File: src/rtl/rram_cmd_sequencer_if.sv
// Host request and RRAM controller signals for rram_cmd_sequencer.
// RD_ERR exists only when RRAM_SEQ_SA_TIMEOUT_EN is defined.
interface rram_cmd_sequencer_if #(
  parameter int unsigned B_SIZE = 2,
  parameter int unsigned X_SIZE = 4,
  parameter int unsigned Y_SIZE = 5
);
  logic                     REQ_VALID;
  logic                     REQ_READY;
  logic                     REQ_RW;
  logic [X_SIZE+Y_SIZE-1:0] REQ_ADDR;
  logic [B_SIZE-1:0]        REQ_WDATA;
  logic                     EN;
  logic                     RW;
  logic [X_SIZE-1:0]        X_ADDRESS_OUT;
  logic [Y_SIZE-1:0]        Y_ADDRESS_OUT;
  logic [B_SIZE-1:0]        WDATA_OUT;
  logic                     EN_SA;
  logic [B_SIZE-1:0]        SA_OUT;
  logic [B_SIZE-1:0]        RDATA;
  logic                     RDATA_VALID;
  logic                     BUSY;
`ifdef RRAM_SEQ_SA_TIMEOUT_EN
  logic                     RD_ERR;
`endif

  modport slave (
    input  REQ_VALID, REQ_RW, REQ_ADDR, REQ_WDATA, EN_SA, SA_OUT,
    output REQ_READY, EN, RW, X_ADDRESS_OUT, Y_ADDRESS_OUT, WDATA_OUT,
           RDATA, RDATA_VALID, BUSY
`ifdef RRAM_SEQ_SA_TIMEOUT_EN
    , output RD_ERR
`endif
  );

  modport master (
    output REQ_VALID, REQ_RW, REQ_ADDR, REQ_WDATA, EN_SA, SA_OUT,
    input  REQ_READY, EN, RW, X_ADDRESS_OUT, Y_ADDRESS_OUT, WDATA_OUT,
           RDATA, RDATA_VALID, BUSY
`ifdef RRAM_SEQ_SA_TIMEOUT_EN
    , input RD_ERR
`endif
  );
endinterface

File: src/rtl/rram_cmd_sequencer.sv
// Request FIFO plus single-issue command sequencer in front of the RRAM array controller.
// Define RRAM_SEQ_SA_TIMEOUT_EN to flag reads that finish without a sense-amp strobe (RD_ERR).
module rram_cmd_sequencer #(
  parameter int unsigned B_SIZE    = 2,
  parameter int unsigned X_SIZE    = 4,
  parameter int unsigned Y_SIZE    = 5,
  parameter int unsigned FIFO_AW   = 2,
  parameter int unsigned RD_CYCLES = 4,
  parameter int unsigned WR_CYCLES = 2
) (
  input logic                 clk,
  input logic                 reset,
  rram_cmd_sequencer_if.slave bus
);
  localparam int unsigned Depth  = 1 << FIFO_AW;
  localparam int unsigned EW     = 1 + X_SIZE + Y_SIZE + B_SIZE;
  localparam int unsigned MaxCyc = (RD_CYCLES > WR_CYCLES) ? RD_CYCLES : WR_CYCLES;
  localparam int unsigned CntW   = $clog2(MaxCyc);

  localparam logic [FIFO_AW:0] FullCnt = {1'b1, {FIFO_AW{1'b0}}};
  localparam logic [CntW-1:0]  RdLoad  = CntW'(RD_CYCLES - 1);
  localparam logic [CntW-1:0]  WrLoad  = CntW'(WR_CYCLES - 1);

  localparam logic [1:0] S_IDLE  = 2'd0;
  localparam logic [1:0] S_ISSUE = 2'd1;
  localparam logic [1:0] S_WAIT  = 2'd2;

  logic [EW-1:0]      mem_q [Depth];
  logic [FIFO_AW-1:0] wr_ptr_q, rd_ptr_q;
  logic [FIFO_AW:0]   count_q, count_d;
  logic               full, empty, push, pop;
  logic [EW-1:0]      head;

  logic [1:0]        state_q, state_d;
  logic [CntW-1:0]   cnt_q, cnt_d;
  logic              rw_q;
  logic [X_SIZE-1:0] x_q;
  logic [Y_SIZE-1:0] y_q;
  logic [B_SIZE-1:0] wdata_q;
  logic              sa_seen_q, sa_seen_d;
  logic [B_SIZE-1:0] rdata_q, rdata_d;
  logic              rvalid_q, rvalid_d;
`ifdef RRAM_SEQ_SA_TIMEOUT_EN
  logic              rd_err_q, rd_err_d;
`endif

  assign full  = (count_q == FullCnt);
  assign empty = (count_q == '0);
  assign push  = bus.REQ_VALID && !full;
  assign pop   = (state_q == S_IDLE) && !empty;
  assign head  = mem_q[rd_ptr_q];

  always_comb begin
    count_d = count_q;
    case ({push, pop})
      2'b10:   count_d = count_q + 1'b1;
      2'b01:   count_d = count_q - 1'b1;
      default: count_d = count_q;
    endcase
  end

  always_comb begin
    state_d   = state_q;
    cnt_d     = cnt_q;
    sa_seen_d = sa_seen_q;
    rdata_d   = rdata_q;
    rvalid_d  = 1'b0;
`ifdef RRAM_SEQ_SA_TIMEOUT_EN
    rd_err_d  = 1'b0;
`endif
    case (state_q)
      S_IDLE: begin
        if (!empty) state_d = S_ISSUE;
      end
      S_ISSUE: begin
        cnt_d     = rw_q ? RdLoad : WrLoad;
        sa_seen_d = 1'b0;
        state_d   = S_WAIT;
      end
      S_WAIT: begin
        cnt_d = cnt_q - 1'b1;
        // Only the first strobe of a read is captured.
        if (rw_q && !sa_seen_q && bus.EN_SA) begin
          sa_seen_d = 1'b1;
          rdata_d   = bus.SA_OUT;
          rvalid_d  = 1'b1;
        end
        if (cnt_q == CntW'(1)) begin
          state_d = S_IDLE;
`ifdef RRAM_SEQ_SA_TIMEOUT_EN
          if (rw_q && !sa_seen_q && !bus.EN_SA) begin
            rvalid_d = 1'b1;
            rd_err_d = 1'b1;
          end
`endif
        end
      end
      default: state_d = S_IDLE;
    endcase
  end

  // Storage needs no reset: the count alone decides what is valid.
  always_ff @(posedge clk) begin
    if (push) mem_q[wr_ptr_q] <= {bus.REQ_RW, bus.REQ_ADDR, bus.REQ_WDATA};
  end

  always_ff @(posedge clk or negedge reset) begin
    if (!reset) begin
      wr_ptr_q  <= '0;
      rd_ptr_q  <= '0;
      count_q   <= '0;
      state_q   <= S_IDLE;
      cnt_q     <= '0;
      rw_q      <= 1'b0;
      x_q       <= '0;
      y_q       <= '0;
      wdata_q   <= '0;
      sa_seen_q <= 1'b0;
      rdata_q   <= '0;
      rvalid_q  <= 1'b0;
    end else begin
      if (push) wr_ptr_q <= wr_ptr_q + 1'b1;
      if (pop) begin
        rd_ptr_q <= rd_ptr_q + 1'b1;
        rw_q     <= head[EW-1];
        y_q      <= head[B_SIZE+X_SIZE +: Y_SIZE];
        x_q      <= head[B_SIZE +: X_SIZE];
        wdata_q  <= head[B_SIZE-1:0];
      end
      count_q   <= count_d;
      state_q   <= state_d;
      cnt_q     <= cnt_d;
      sa_seen_q <= sa_seen_d;
      rdata_q   <= rdata_d;
      rvalid_q  <= rvalid_d;
    end
  end

`ifdef RRAM_SEQ_SA_TIMEOUT_EN
  always_ff @(posedge clk or negedge reset) begin
    if (!reset) rd_err_q <= 1'b0;
    else        rd_err_q <= rd_err_d;
  end
  assign bus.RD_ERR = rd_err_q;
`endif

  assign bus.REQ_READY     = !full;
  assign bus.EN            = (state_q == S_ISSUE);
  assign bus.RW            = rw_q;
  assign bus.X_ADDRESS_OUT = x_q;
  assign bus.Y_ADDRESS_OUT = y_q;
  assign bus.WDATA_OUT     = wdata_q;
  assign bus.RDATA         = rdata_q;
  assign bus.RDATA_VALID   = rvalid_q;
  assign bus.BUSY          = (state_q != S_IDLE) || !empty;
endmodule

File: src/flat_wrapper.sv
// flat-port wrapper written by rule: the top's interface ports become plain ports
module rram_cmd_sequencer_flat 
#(
  parameter int unsigned B_SIZE    = 2,
  parameter int unsigned X_SIZE    = 4,
  parameter int unsigned Y_SIZE    = 5,
  parameter int unsigned FIFO_AW   = 2,
  parameter int unsigned RD_CYCLES = 4,
  parameter int unsigned WR_CYCLES = 2
)
  (clk, reset, bus_REQ_VALID, bus_REQ_RW, bus_REQ_ADDR, bus_REQ_WDATA, bus_EN_SA, bus_SA_OUT, bus_REQ_READY, bus_EN, bus_RW, bus_X_ADDRESS_OUT, bus_Y_ADDRESS_OUT, bus_WDATA_OUT, bus_RDATA, bus_RDATA_VALID, bus_BUSY);
  rram_cmd_sequencer_if #(.B_SIZE(B_SIZE), .X_SIZE(X_SIZE), .Y_SIZE(Y_SIZE)) bus_i ();
  input logic clk;
  input logic reset;
  input wire logic [$bits(bus_i.REQ_VALID)-1:0] bus_REQ_VALID;
  input wire logic [$bits(bus_i.REQ_RW)-1:0] bus_REQ_RW;
  input wire logic [$bits(bus_i.REQ_ADDR)-1:0] bus_REQ_ADDR;
  input wire logic [$bits(bus_i.REQ_WDATA)-1:0] bus_REQ_WDATA;
  input wire logic [$bits(bus_i.EN_SA)-1:0] bus_EN_SA;
  input wire logic [$bits(bus_i.SA_OUT)-1:0] bus_SA_OUT;
  output wire logic [$bits(bus_i.REQ_READY)-1:0] bus_REQ_READY;
  output wire logic [$bits(bus_i.EN)-1:0] bus_EN;
  output wire logic [$bits(bus_i.RW)-1:0] bus_RW;
  output wire logic [$bits(bus_i.X_ADDRESS_OUT)-1:0] bus_X_ADDRESS_OUT;
  output wire logic [$bits(bus_i.Y_ADDRESS_OUT)-1:0] bus_Y_ADDRESS_OUT;
  output wire logic [$bits(bus_i.WDATA_OUT)-1:0] bus_WDATA_OUT;
  output wire logic [$bits(bus_i.RDATA)-1:0] bus_RDATA;
  output wire logic [$bits(bus_i.RDATA_VALID)-1:0] bus_RDATA_VALID;
  output wire logic [$bits(bus_i.BUSY)-1:0] bus_BUSY;
  assign bus_i.REQ_VALID = bus_REQ_VALID;
  assign bus_i.REQ_RW = bus_REQ_RW;
  assign bus_i.REQ_ADDR = bus_REQ_ADDR;
  assign bus_i.REQ_WDATA = bus_REQ_WDATA;
  assign bus_i.EN_SA = bus_EN_SA;
  assign bus_i.SA_OUT = bus_SA_OUT;
  assign bus_REQ_READY = bus_i.REQ_READY;
  assign bus_EN = bus_i.EN;
  assign bus_RW = bus_i.RW;
  assign bus_X_ADDRESS_OUT = bus_i.X_ADDRESS_OUT;
  assign bus_Y_ADDRESS_OUT = bus_i.Y_ADDRESS_OUT;
  assign bus_WDATA_OUT = bus_i.WDATA_OUT;
  assign bus_RDATA = bus_i.RDATA;
  assign bus_RDATA_VALID = bus_i.RDATA_VALID;
  assign bus_BUSY = bus_i.BUSY;
  rram_cmd_sequencer #(.B_SIZE(B_SIZE), .X_SIZE(X_SIZE), .Y_SIZE(Y_SIZE), .FIFO_AW(FIFO_AW), .RD_CYCLES(RD_CYCLES), .WR_CYCLES(WR_CYCLES)) u_core (.clk(clk), .reset(reset), .bus(bus_i));
endmodule
File: config.mk
export PLATFORM = sky130hd
export DESIGN_NAME = rram_cmd_sequencer_flat
export DESIGN_NICKNAME = d
export VERILOG_FILES = /design/src/rtl/rram_cmd_sequencer_if.sv /design/src/rtl/rram_cmd_sequencer.sv /design/src/flat_wrapper.sv
export SDC_FILE = /design/constraint.sdc
export NUM_CORES = 1
export LEC_CHECK = 0
export BUFFER_PORTS_ARGS = -buffer_cell sky130_fd_sc_hd__buf_2
export CORE_MARGIN = 3
export CORE_UTILIZATION = 45
export DETAILED_ROUTE_END_ITERATION = 6
export PLACE_DENSITY = 0.67
export SYNTH_ARGS = -nofsm -noshare
export SYNTH_HDL_FRONTEND = slang
export SYNTH_SLANG_ARGS = --single-unit
File: constraint.sdc
create_clock -name clk -period 2.2 [get_ports clk]
set_input_delay 0.44 -clock clk [delete_from_list [all_inputs] [get_ports clk]]
set_output_delay 0.44 -clock clk [all_outputs]
set_load 0.05 [all_outputs]
# ---- Yosys cells after proc, flatten, opt, wreduce, memory -nomap -nowiden
# Memory sizes are Yosys's and may differ from the RTL's. A register that Yosys moved wholly into a read port is not among the register bits.
# Index checks and enable logic that the tools add are counted.
dict set report totals {
  regBits 15
  ramBits 48
  input_bits 18
  out_inout_bits 18
  word_cells 52
  n_memories 1
}
# name words word_bits read_ports rd_clocked_by_memory_dff write_ports line_no
set memory_table {}
lappend memory_table {u_core.mem_q 4 12 1 1 1 rram_cmd_sequencer.sv:28} ;# logic [EW-1:0] mem_q [Depth];
dict set report classes {
  addsub 5
  eq_ne 9
  n_mux 12
  reduce_logical 17
}
# op n
set op_table {}
lappend op_table {{$eq A2 B1 Y1 const B} 3}
lappend op_table {{$mux W2} 3}
lappend op_table {{$pmux W2 S3} 1}
lappend op_table {{$pmux W3 S2} 1}
lappend op_table {{$reduce_and A2 Y1} 3}
lappend op_table {{$reduce_bool A2 Y1} 3}
lappend op_table {{$mux W1} 5}
lappend op_table {{$add A2 B1 Y2 const B} 2}
lappend op_table {{$eq A2 B2 Y1 const B} 2}
lappend op_table {{$logic_and A1 B1 Y1} 4}
lappend op_table {{$logic_not A1 Y1} 4}
lappend op_table {{$ne A2 B1 Y1 const B} 2}
lappend op_table {{$pmux W2 S2} 1}
lappend op_table {{$add A3 B1 Y3 const B} 1}
lappend op_table {{$eq A3 B3 Y1 const B} 1}
lappend op_table {{$logic_not A3 Y1} 1}
lappend op_table {{$sub A3 B1 Y3 const B} 1}
lappend op_table {{$logic_not A2 Y1} 1}
lappend op_table {{$ne A2 B2 Y1 const B} 1}
lappend op_table {{$pmux W1 S2} 1}
lappend op_table {{$sub A2 B1 Y2 const B} 1}
lappend op_table {{$logic_or A1 B1 Y1} 1}

# ---- Depth between registers and ports, before layout
# Gate-level depths: netlist of run 1.
dict set report depth {
  depth_word 5
  depth_mapped 11
  mapped_depth_nobuf 10
}

# ---- Worst setup path before layout of run 1
# Ideal clock, no wire load.
dict set report synth_timing {
  path_type {register to register}
  start {register u_core.state_q[0]}
  end {register u_core.count_q[2]}
  setup_ps 79
  t_arrival_ps 2238
  required_time_ps 2121
  path_slack_ps -117
  stages_incl_launch_ff 12
  path_buffers 1
  period_less_slack_ps 2317
  cell_sequence {dfrtp_1 > inv_1 > ha_1 > o31ai_2 > inv_1 > clkbuf_1 > ha_1 > inv_1 > fa_1 > xor2_1 > nor2_1 > xor2_1}
}
dict set report synth_via {
  elab_chain_len 4
  word_cells_on_any_way 6
  classes_between {eq/ne (2); mux (1); reduce/logical (3)}
}
# item line_no
set synth_lines {}
lappend synth_lines {{start: declaration} rram_cmd_sequencer.sv:34} ;# logic [1:0] state_q, state_d;
lappend synth_lines {{start signal: assignment} rram_cmd_sequencer.sv:131} ;# state_q <= state_d;
lappend synth_lines {{$logic_not A2 Y1 (*)} rram_cmd_sequencer.sv:50} ;# assign pop = (state_q == S_IDLE) && !empty;
lappend synth_lines {{$logic_and A1 B1 Y1 (*)} rram_cmd_sequencer.sv:50}
lappend synth_lines {{via u_core.pop} rram_cmd_sequencer.sv:31} ;# logic full, empty, push, pop;
lappend synth_lines {{$eq A2 B1 Y1 or $eq A2 B2 Y1 (tied branches)} rram_cmd_sequencer.sv:55} ;# case ({push, pop})
lappend synth_lines {{$pmux W3 S2 or $reduce_bool A2 Y1 (tied branches)} n/a}
lappend synth_lines {{end signal: assignment} rram_cmd_sequencer.sv:130} ;# count_q <= count_d;
lappend synth_lines {{end: declaration} rram_cmd_sequencer.sv:30} ;# logic [FIFO_AW:0] count_q, count_d;
# The timed path passes the listed nets; every way through them passes the cells marked *.
# A chain may end at the register's enable or synchronous reset.

# ---- Worst setup path after layout of run 1
dict set report layout_timing {
  start {register u_core.count_q[1]}
  end {register u_core.count_q[2]}
}
dict set report layout_via {
  elab_chain_len 5
  word_cells_on_any_way 12
  classes_between {add/sub (2); eq/ne (3); mux (1); reduce/logical (6)}
}
# item line_no
set layout_lines {}
lappend layout_lines {{$eq A3 B3 Y1 or $logic_not A3 Y1 (tied branches)} {rram_cmd_sequencer.sv:47, rram_cmd_sequencer.sv:48}}
lappend layout_lines {{$logic_not A1 Y1, on equally long branches} {rram_cmd_sequencer.sv:49, rram_cmd_sequencer.sv:50}}
lappend layout_lines {{$logic_and A1 B1 Y1, on equally long branches} {rram_cmd_sequencer.sv:49, rram_cmd_sequencer.sv:50}}
lappend layout_lines {{$eq A2 B1 Y1 or $eq A2 B2 Y1 (tied branches)} rram_cmd_sequencer.sv:55}
lappend layout_lines {{$pmux W3 S2 or $reduce_bool A2 Y1 (tied branches)} n/a}
# Parallel ways exist; a longest one is shown, timed or not.

==> results.txt, run 1 <==
* Endpoint required time on the critical path: approximately 2500 ps
- Yosys mapped a number of flops with a built-in enable equal to between 40 and 50.
* Total setup violations reported at the end of the flow: 0
- Along the worst path, the maximum fanout reaches 6.
- Counting buffers and inverters, the worst setup path is 9 cells deep.
- Row cnt: 29
- Post-synth top area share: around half
- Placeable core region: between 0.006 and 0.007 sq mm
* Area of the die: ~0.0077 sq mm
- The number of gates resized after CTS was 0.
- Fill cells in the final layout number around 540.
* Worst reg-to-reg setup slack: 100 ps
* Clock H-tree levels: 3
- Starting density of the core: 46.85%
- Detailed placement ended at an HPWL of 3165 um.
* Number of buffers inserted by hold repair at cts: 0
- Counting both buffers and inverters, the worst setup path holds a total of 2.
- Max rail drop VDD: a little over 0.8 mV
- The run finished with clean final reports.
* Final Hold Viols: 0
- Clock tree synthesis inserted a total of 9 buffers.
* Depth of the worst register-to-register path: 9
- Pins Over Slew Limit: 0
* Dominant register cell in the synthesized netlist: edfxtp_1
* Fraction of layout instances using a drive strength above 1: around 34%
- Startpoint of the worst-slack reg-to-reg timing path: u_core.count_q[1]
* Post-route setup TNS: 0 ps
- The initial antenna violation count came to 0.
* Final wirelength: between 4000 and 5000 um
- The first TritonRoute pass finished after 4 iterations.
- In this run, synthesis produced a sequential element count of 75.
- The via count of the first global-routing pass is ~1.6k.
* Final clock skew: between 7 and 8 ps
- Worst slew margin relative to its limit: roughly 60%
- Entering global routing, the biggest net connects 28 pins.
- In this run the critical register-to-register path is captured at u_core.count_q[2].
* Clock slew seen by the registers of the worst setup and hold paths: around 70 ps
- Number of nets with antenna violations after detailed routing: 0
* Fraction of the cycle the final worst path needs: 95.67%
* DR vias: 1,578
- After clock tree synthesis, the setup repair step added 0 buffers.
- On the worst path, the slowest cell contributes a delay of ~420 ps.
- The critical path starts at u_core.count_q[1].
- Among the stages of the critical path, the cell type that occurs most often is xor2_1.
- The average instance in the mapped netlist occupies 16.26 sq um.
* DIE HEIGHT: between 80 and 90 um
- Syn. warnings: 0
- The tool flagged a number of max-cap violations equal to 0.
- After the first detailed-routing iteration, the DRC count stood at 66.
- Dividing the detail-routed via count by the number of cells gives roughly 5.0.
- The clock reaches the later pin of the worst-skew pair after around 330 ps.
- Setup crit end kind: register
- Clock tree from TritonCTS: built
- Routability-driven placement finished with a final weighted congestion of ~0.7.
* Inst Count DP: roughly 300
- Number of buffers between clock root and the deepest sink: 2
- Leakage power: about 1.5 nW
- Max Clk Rate: 0.4751 GHz
- Type of the worst setup path: register to register
* Share of the yosys chip area belonging to registers: 70.77%
- Cell with the largest stage delay on the worst path: dfrtp_1
- Wire length per cell: 14.87 um
- The number of nets handed over by synthesis was between 200 and 250.
- Antenna diodes: 0
* Power Dens Cells: roughly 1500 mW/mm^2
* Cell types occupying the most area after synthesis: edfxtp_1 (48%), dfrtp_1 (23%), mux4_2 (9.0%), nand2_1 (4.9%), ha_1 (4.2%)
- For this run, design rule violations remaining after detail routing come to 0.
- Unrepaired setup endpoints after global routing: no
* Actual transition at the worst max-transition pin: 611.5 ps
- Syn-to-layout area delta: 17.69%
* Port Buffers: 35
- The mapped netlist covers approximately 0.003 sq mm.
* Post-layout nets: approximately 260
- Global-route congestion overflow total: 0
* Period minus WS final: between 2000 and 2500 ps
- Number of library cell types mapped by synthesis: 28
- Wire length of the first global-routing pass: approximately 8000 um
- Data arrives at the worst endpoint at roughly 2400 ps.
- Count of boundary I/O pins: 36
* Share of flip-flops with an asynchronous set or reset after synthesis: a little over a third
- Total global routing track utilization: about 14%
- Top delay family on crit path: simple AND/OR/NAND/NOR gates
* Final non-filler cell total: ~320
- The worst setup path is launched from a register.
- Die width: between 80 and 90 um
* Root buf cell: clkbuf_8
- Synthesis produced 184 cells.
- In this run the worst hold path is classified as input port to asynchronous set/reset pin.
- The signal on the critical path passes through or3b_4, and2_4, inv_1, ha_2, inv_2, fa_2, xor2_1, nor2_1, xor2_1.
- Clock Sink Count: 75
- Area leader, netlist: edfxtp_1
## cells in the final DEF (no fill, tap or decap), drive strengths merged, types with 2 or more instances in the layout
cell type | Yosys | routed
buf | 3 | 45
and3 | 4 | 4
a21oi | 2 | 2
nand2 | 39 | 39
clkinv | 0 | 3
dfrtp | 27 | 27
mux4 | 12 | 12
edfxtp | 48 | 48
ha | 10 | 10
xnor2 | 4 | 4
mux2i | 3 | 3
inv | 12 | 13
nor2 | 2 | 2
clkbuf | 2 | 10
xor2 | 2 | 2
mux2 | 4 | 4
## how the worst max path moves through the flow
| stage | endpoint | slack [ps] |
|---|---|---|
| 6_report | u_core.count_q[2] | 100 |
| 3_3_place_gp | u_core.count_q[2] | 160 |
| 4_1_cts | u_core.count_q[2] | 80 |
| 3_5_place_dp | u_core.count_q[2] | 120 |
| 2_1_floorplan | u_core.count_q[2] | 40 |
| 5_1_grt | u_core.count_q[2] | 20 |
## registers in the layout, indices dropped and copies added, names as in the netlist, 2 cells and up
register / flops
u_core.mem_q: 48
u_core.bus.Y_ADDRESS_OUT: 5
u_core.bus.X_ADDRESS_OUT: 4
u_core.count_q: 3
u_core.bus.RDATA: 2
u_core.bus.WDATA_OUT: 2
u_core.cnt_q: 2
u_core.rd_ptr_q: 2
u_core.state_q: 2
u_core.wr_ptr_q: 2
## metal layers
layer	track usage (%)	wire, um	vias up	part of all wire, %
met3	3.481	190	10	4.0
li1	-	-	757	-
met4	7.113	104	0	2.2
met1	17.72	2048	777	43
met5	0	0	-	0
met2	23.77	2370	34	50
## through the flow
step / setup WS [ps] / hold WS [ps] / instance area [sq um] / util [%] / total power, mW
after floorplan: 42.65 / 144.4 / 2998 / - / 3.866
after global placement: 161.0 / 461.5 / 3319 / 51.98 / 4.404
after detailed placement: 122.9 / 463.1 / 3319 / 51.98 / 4.452
after CTS: 83.17 / 126.9 / 3521 / 55.13 / 5.524
after global routing: 16.45 / 152.1 / 3521 / 55.13 / 5.817
final: 95.35 / 113.8 / 3521 / 55.13 / 5.432
## synth_stat cells (all sizes together), types with 2 or more instances
library cell,count
a21oi,2
and3,4
buf,3
clkbuf,2
dfrtp,27
edfxtp,48
ha,10
inv,12
mux2,4
mux2i,3
mux4,12
nand2,39
nor2,2
xnor2,4
xor2,2
## cells by family after synthesis
logic type,share of synthesized area (%)
flip-flops,70.77
AO/OA/AOI/OAI,1.171
XOR/XNOR,1.757
adder cells (fa/ha/maj),4.852
multiplexers,11.67
AND/OR/NAND/NOR,7.486
buffers and inverters,2.300
## power breakdown
| part | switching (mW) | internal (mW) | leakage [nW] |
|---|---|---|---|
| Sequential | 0.212 | 1.95 | 0.766 |
| Combinational | 1.37 | 0.856 | 0.630 |
| Clock | 0.490 | 0.555 | 0.100 |
| Total | 2.07 | 3.36 | 1.50 |
## layout make-up
type                            instances  area [sq um]  share of cell area (%)
Timing Repair Buffer                   45         250.2                   7.107
Clock inverter                          6         63.81                   1.812
Inverter                               12         45.04                   1.279
Multi-Input combinational cell         92         810.8                   23.03
Tap cell                               77         96.34                   2.736
Sequential cell                        75          2117                   60.13
Clock buffer                           10         137.6                   3.909
Note: power is estimated with default switching activity, not from simulation.
==> inputs of run 2 (changes only) <==
- CORE_ASPECT_RATIO: default -> 0.75
==> run 2 against run 1 <==
- combinational power barely moved
- clock skew is 3.8 ps higher
- global-route usage decreased by 0.75 points
- highest routed layer unchanged
==> results.txt, run 2 (synthesized netlist as in run 1, its figures left out) <==
* Status: completed
- The first-pass GRT wire length was 7686 um (-4.0%).
* Class of the tightest hold or removal check: input port to asynchronous set/reset pin
- The weighted congestion at the end of routability-driven global placement is 0.6948 (+0.12%).
- TritonCTS built the clock tree.
- The fill cell instance count of the final layout was 539 (+0.75%).
- The power density over the cells came to 1521 mW/mm^2 (-1.4%).
- The detailed route wirelength on metal3 is 226 um (+19%).
- The remaining antenna violation count came to 0 (unchanged).
- Type of the worst setup path: register to register
* Syn-to-layout area delta: 17.57%
* Worst-skew pair later-pin latency: 340 ps (about the same)
* HPWL Detailed: 3115 um (-1.6%)
- Combinational share of power: 41.2% (+0.3 points)
- The minimum period implied by the final worst setup slack came to 2094 ps (-11.13 ps).
- Post-CTS Setup Inserts: 0 (unchanged)
- The slew at the pin closest to its max-slew limit came to 635.6 ps (+24.08 ps).
- The number of detailed-routing iterations run before antenna repair was 4 (unchanged).
- Wire length per cell: 14.56 um (-2.1%)
- The wire length after detailed routing was 4660 um (-1.1%).
- Total internal power: 3.286 mW (-2.2%)
* Placeable core region: 0.006381 sq mm (about the same)
* Die width: 100.2 um (+14%)
* Fraction of layout instances using a drive strength above 1: 34.31% (+0.14 points)
- Unrepaired setup endpoints after global routing: no
* Routed wire length on met2: 2270 um (-4.2%)
- Post-route DRC violation count: 0 (unchanged)
- The area enclosed by the die boundary was 0.007672 sq mm (+0.13%).
- Leading cell type in the layout, fill and taps excluded: edfxtp_1
- The instance area at placement is 0.003329 sq mm (+0.30%).
- The final worst setup slack came to 106.5 ps (+11.13 ps).
- The library cells used most frequently in the layout, excluding fill and tap cells, are edfxtp_1 (48), nand2_1 (39), buf_2 (35).
- Category of the worst setup path launch point: register
- Resized Gates After CTS: 0 (unchanged)
- The via count of the first global-routing pass is 1,580 (-2.4%).
- The largest net degree at the start of global routing is 28 (unchanged).
- Number of buffers between clock root and the deepest sink: 2 (unchanged)
* Net Sw Frac: 38.57% (+0.46 points)
- The DRC violation total after the first TritonRoute iteration was 40 (-39%).
* Post-route setup TNS: 0 ps (unchanged)
- Post-layout nets: 263 (-0.38%)
- Design area: 0.003517 sq mm (-0.11%)
- Total setup violations reported at the end of the flow: 0 (unchanged)
- Final clock skew: 11.09 ps (+3.794 ps)
* Row cnt: 25 (-14%)
- The initial antenna violation count came to 0 (unchanged).
- The number of pins with negative max-slew slack in the final report came to 0 (unchanged).
- The area of the multi-input gates is 810.8 sq um (unchanged).
- Final Hold Viols: 0 (unchanged)
- The number of diodes added for antenna fixing is 0 (unchanged).
- Clock Sink Count: 75 (unchanged)
* Dpl ws: 119.8 ps (-3.048 ps)
* Maximum fanout along the worst path: 6 (unchanged)
* Clock H-tree levels: 3 (unchanged)
* DR vias: 1,547 (-2.0%)
* Number of buffers inserted by hold repair at cts: 0 (unchanged)
- The sequential share of power is 40.8% (+1.0 points).
- Register ranked first by flip-flop count: u_core.mem_q
* Max rail drop VDD: 0.4507 mV (-46%)
- Root buf cell: clkbuf_8
* Clk network pwr share: 18.1% (-1.1 points)
- The share of the clock period used by the worst path was 95.16% (-0.51 points).
- Starting density of the core: 46.88% (about the same)
- Leakage power: 1.495 nW (about the same)
* Worst slew margin relative to its limit: 57.63% (-1.6 points)
- Clock slew seen by the registers of the worst setup and hold paths: 80 ps (about the same)
- The flip-flop count of the largest register after layout is 48 (unchanged).
- Count of boundary I/O pins: 36 (unchanged)
- The count of input and output buffers came to 35 (unchanged).
- The overall power was 5.350 mW (-1.5%).
* Total global routing track utilization: 13.62% (-0.75 points)
- Global-route congestion overflow total: 0 (unchanged)
* Setup crit end kind: register
- The data arrival time at the worst-slack endpoint was 2360 ps (about the same).
* M1 wire length: 2118 um (+3.4%)
* Max Clk Rate: 0.4777 GHz (+0.53%)
* TritonCTS buffer count: 9 (unchanged)
- DIE HEIGHT: 76.61 um (-12%)
* Endpoint required time on the critical path: 2470 ps (about the same)
- The max-capacitance violation count is 0 (unchanged).
- Reg area: 0.002117 sq mm (unchanged)
- Net load switching power: 2.064 mW (-0.31%)
- The number of vias per cell after detailed routing was 4.834 (-2.9%).
- Top Metal Used: met4
## run 2: cell type report
cell class                 instances  area share [%]
multi-input combinational         92           23.05
timing repair buffer              44           7.257
sequential                        75           60.19
inverter                          12           1.281
clock inverter                     5           1.032
tap                               81           2.882
clock buffer                      11           4.305
## run 2: layer usage
layer	vias to the layer above	global-route usage (%)
met2	28	21.30
li1	756	-
met1	756	16.78
met5	-	0
met4	0	4.845
met3	7	6.038
## run 2: stage by stage
step / utilization, % / std cells / hold slack (ps)
after CTS: 55.12 / 320 / 111.7
final: 55.12 / 320 / 114.9
after global routing: 55.12 / 320 / 135.1
after floorplan: - / 184 / 144.4
after global placement: 52.18 / 304 / 456.9
after detailed placement: 52.18 / 304 / 460.3
## run 2: worst paths after layout
| path | startpoint | endpoint | slack (ps) | cells after the start |
|---|---|---|---|---|
| worst max-delay path | u_core.count_q[1] | u_core.count_q[2] | 110 | 9 |
| worst min-delay path | reset | u_core.rd_ptr_q[0] | 110 | 1 |
| worst max register to register | u_core.count_q[1] | u_core.count_q[2] | 110 | 9 |
| worst min register to register | u_core.bus.WDATA_OUT[0] | u_core.bus.WDATA_OUT[0] | 480 | 2 |
| max in group asynchronous | reset | u_core.bus.Y_ADDRESS_OUT[1] | 1670 | 1 |
| min in group clk | bus_REQ_ADDR[6] | u_core.mem_q[2][8] | 310 | 1 |
## run 2: worst max-delay path: stages (launching register included)
cell     delay (ps)
dfrtp_1         420
or3b_4          420
and2_4          170
inv_1            50
ha_2            180
inv_2            40
fa_2            320
xor2_1          150
nor2_1          130
xor2_1          150
## run 2: power by group through the flow
stage	combinational (mW)	sequential, mW	clock, mW
after floorplan	1.28	2.59	0
after global placement	2.22	2.20	0
after detailed placement	2.24	2.22	0
after CTS	2.24	2.19	1.01
after global routing	2.42	2.24	1.07
final	2.20	2.18	0.966
==> inputs of run 3 (changes only) <==
- PLACE_DENSITY: 0.67 -> 0.72
==> run 3 against run 2 <==
- total power grew 2.9%
- highest routed layer unchanged
- via count up 0.32%
- register-to-register slack improved by 20 ps
- worst hold slack worse by 17 ps
- critical path type unchanged
- maximum frequency increased by 0.80%
- combinational power about the same
- clock power increased by 16%
- sequential share of layout area fell by 0.26 points
- worst setup slack gained 17 ps
- wire length rose by 2.7%
==> results.txt, run 3 (synthesized netlist as in run 1, its figures left out) <==
* Status: completed
- Setup crit end kind: register
- Register ranked first by flip-flop count: u_core.mem_q
- The post-cts sizing count came to 0 (unchanged).
- Power Total: 5.505 mW (+2.9%)
- The first-pass GRT wire length is 7859 um (+2.3%).
- The deepest level of the CTS H-tree was 3 (unchanged).
- The total clock sinks was 75 (unchanged).
- Die width: 100.2 um (unchanged)
* Buf/Inv on CP: 2 (unchanged)
- HPWL Detailed: 3219 um (+3.3%)
* Chain of cells forming the critical path: or3b_4, and2_4, inv_1, ha_2, inv_2, fa_2, xor2_1, nor2_1, xor2_1
* Vias in the first global route: 1,542 (-2.4%)
* Class of the tightest hold or removal check: input port to asynchronous set/reset pin
* Drt pass-1 iters: 4 (unchanged)
- The area enclosed by the die boundary came to 0.007672 sq mm (unchanged).
* Antenna diodes: 0 (unchanged)
- Starting density of the core: 46.88% (unchanged)
- The top cell types in the final layout, fill and taps aside, are edfxtp_1 (48), nand2_1 (39), buf_2 (35).
- Cell with the largest stage delay on the worst path: dfrtp_1
- The setup TNS after final layout was 0 ps (unchanged).
* DR vias: 1,552 (+0.32%)
- The worst IR drop on VDD is 0.5862 mV (+30%).
- Count of maximum capacitance violations: 0 (unchanged)
* Clock slew seen by the registers of the worst setup and hold paths: 80 ps (about the same)
- Worst slew margin relative to its limit: 59.14% (+1.5 points)
* Post-route DRC violation count: 0 (unchanged)
- Root buf cell: clkbuf_8
- The fraction of final layout cells with drive strength greater than 1 was 33.47% (-0.84 points).
- The minimum period implied by the final worst setup slack is 2077 ps (-16.66 ps).
* Routability cong.: 0.7400 (+6.5%)
- The setup path with the least slack is of type register to register.
- CP arrival: 2350 ps (about the same)
- Number of buffers between clock root and the deepest sink: 2 (unchanged)
* Pins Over Slew Limit: 0 (unchanged)
* Largest stage delay on the critical path: 420 ps (about the same)
- Row cnt: 25 (unchanged)
- The number of setup violations in the final report came to 0 (unchanged).
- Category of the worst setup path launch point: register
- TritonCTS buffer count: 9 (unchanged)
- The clock latency on the worst-skew pair was 350 ps (about the same).
* DIE HEIGHT: 76.61 um (unchanged)
- Clock tree from TritonCTS: built
- Leaving out fill and tap cells, the most frequent cell in the layout is edfxtp_1.
- Actual transition at the worst max-transition pin: 612.9 ps (-22.65 ps)
- Endpoint required time on the critical path: 2480 ps (about the same)
- Final core area utilization: 55.35% (+0.24 points)
* Post-CTS Setup Inserts: 0 (unchanged)
* Leakage power: 1.492 nW (-0.22%)
- Power Dens Cells: 1558 mW/mm^2 (+2.5%)
- The number of vias per cell after detailed routing was 4.850 (+0.32%).
* Syn-to-layout area delta: 18.07%
- Top delay family on crit path: simple AND/OR/NAND/NOR gates
- The DRC violation total after the first TritonRoute iteration is 79 (+98%).
- The achievable clock frequency is 0.4815 GHz (+0.80%).
* Wire length per cell: 14.96 um (+2.7%)
- Largest net degree at the start of global routing: 28 (unchanged)
- The floorplan core area is 0.006381 sq mm (unchanged).
* Number of flip-flops in the largest register: 48 (unchanged)
* Number of buffers inserted by hold repair at cts: 0 (unchanged)
- The share of the clock period used by the worst path was 94.40% (-0.76 points).
- In this design, the critical path's most frequently occurring cell is xor2_1.
* Final Hold Viols: 0 (unchanged)
- Total global routing track utilization: 14.16% (+0.54 points)
* Final clock skew: 10.31 ps (-0.7810 ps)
- The register-to-register path setup slack came to 120 ps (+20 ps).
- The fill cell instance count of the final layout is 538 (-0.19%).
- The number of nets in the layout is 263 (unchanged).
* Unrepaired setup endpoints after global routing: no
* Number of nets with antenna violations after detailed routing: 0 (unchanged)
- Global-route congestion overflow total: 0 (unchanged)
* Final wirelength: 4786 um (+2.7%)
- Count of boundary I/O pins: 36 (unchanged)
- The highest fanout seen on the critical path is 6 (unchanged).
- The count of input and output buffers was 35 (unchanged).
* Antenna violations before repair: 0 (unchanged)
-- run 3: cell types whose count changed in the layout (fill, tap and decap cells not counted), sizes merged --
| cell | delta |
|---|---|
| clkbuf | -2 |
| clkinvlp | +2 |
| bufinv | +2 |
| clkinv | -2 |
-- run 3: where the power goes --
group	internal, mW	leakage, nW	switching [mW]	total, mW
clock network	0.634	0.101	0.482	1.12
logic	0.838	0.625	1.37	2.21
registers	1.95	0.766	0.225	2.18
total	3.42	1.49	2.08	5.50
-- run 3: routing by layer --
metal / track usage, % / vias to the layer above / share of wire, %
met3: 6.953 / 5 / 8.1
met5: 0 / - / 0
met2: 19.64 / 47 / 44
met1: 19.45 / 744 / 47
li1: - / 756 / -
met4: 4.845 / 0 / 0.86
-- run 3: final timing paths --
path / from / to / cells past startpoint
setup / recovery: u_core.count_q[1] / u_core.count_q[2] / 9
hold / removal: reset / u_core.state_q[0] / 1
setup reg to reg: u_core.count_q[1] / u_core.count_q[2] / 9
hold reg to reg: u_core.bus.Y_ADDRESS_OUT[0] / u_core.bus.Y_ADDRESS_OUT[0] / 2
max in group asynchronous: reset / u_core.wr_ptr_q[0] / 1
min in group clk: bus_REQ_ADDR[6] / u_core.mem_q[2][8] / 1
-- run 3: stage by stage --
step	hold slack [ps]	instance area [sq um]	worst slack, ps	cells
after floorplan	144.4	2998	42.65	184
after global placement	455.6	3317	158.0	304
after CTS	102.2	3532	105.3	320
final	97.56	3532	123.1	320
after detailed placement	457.1	3317	119.0	304
after global routing	117.6	3532	6.809	320
-- run 3: final cells by class --
class / instances / area, sq um / share of cell area, %
clock buffer: 9 / 123.9 / 3.507
clock inverter: 7 / 91.34 / 2.586
inverter: 12 / 45.04 / 1.275
multi-input combinational: 92 / 810.8 / 22.95
sequential: 75 / 2117 / 59.94
tap: 81 / 101.3 / 2.869
timing repair buffer: 44 / 242.7 / 6.872
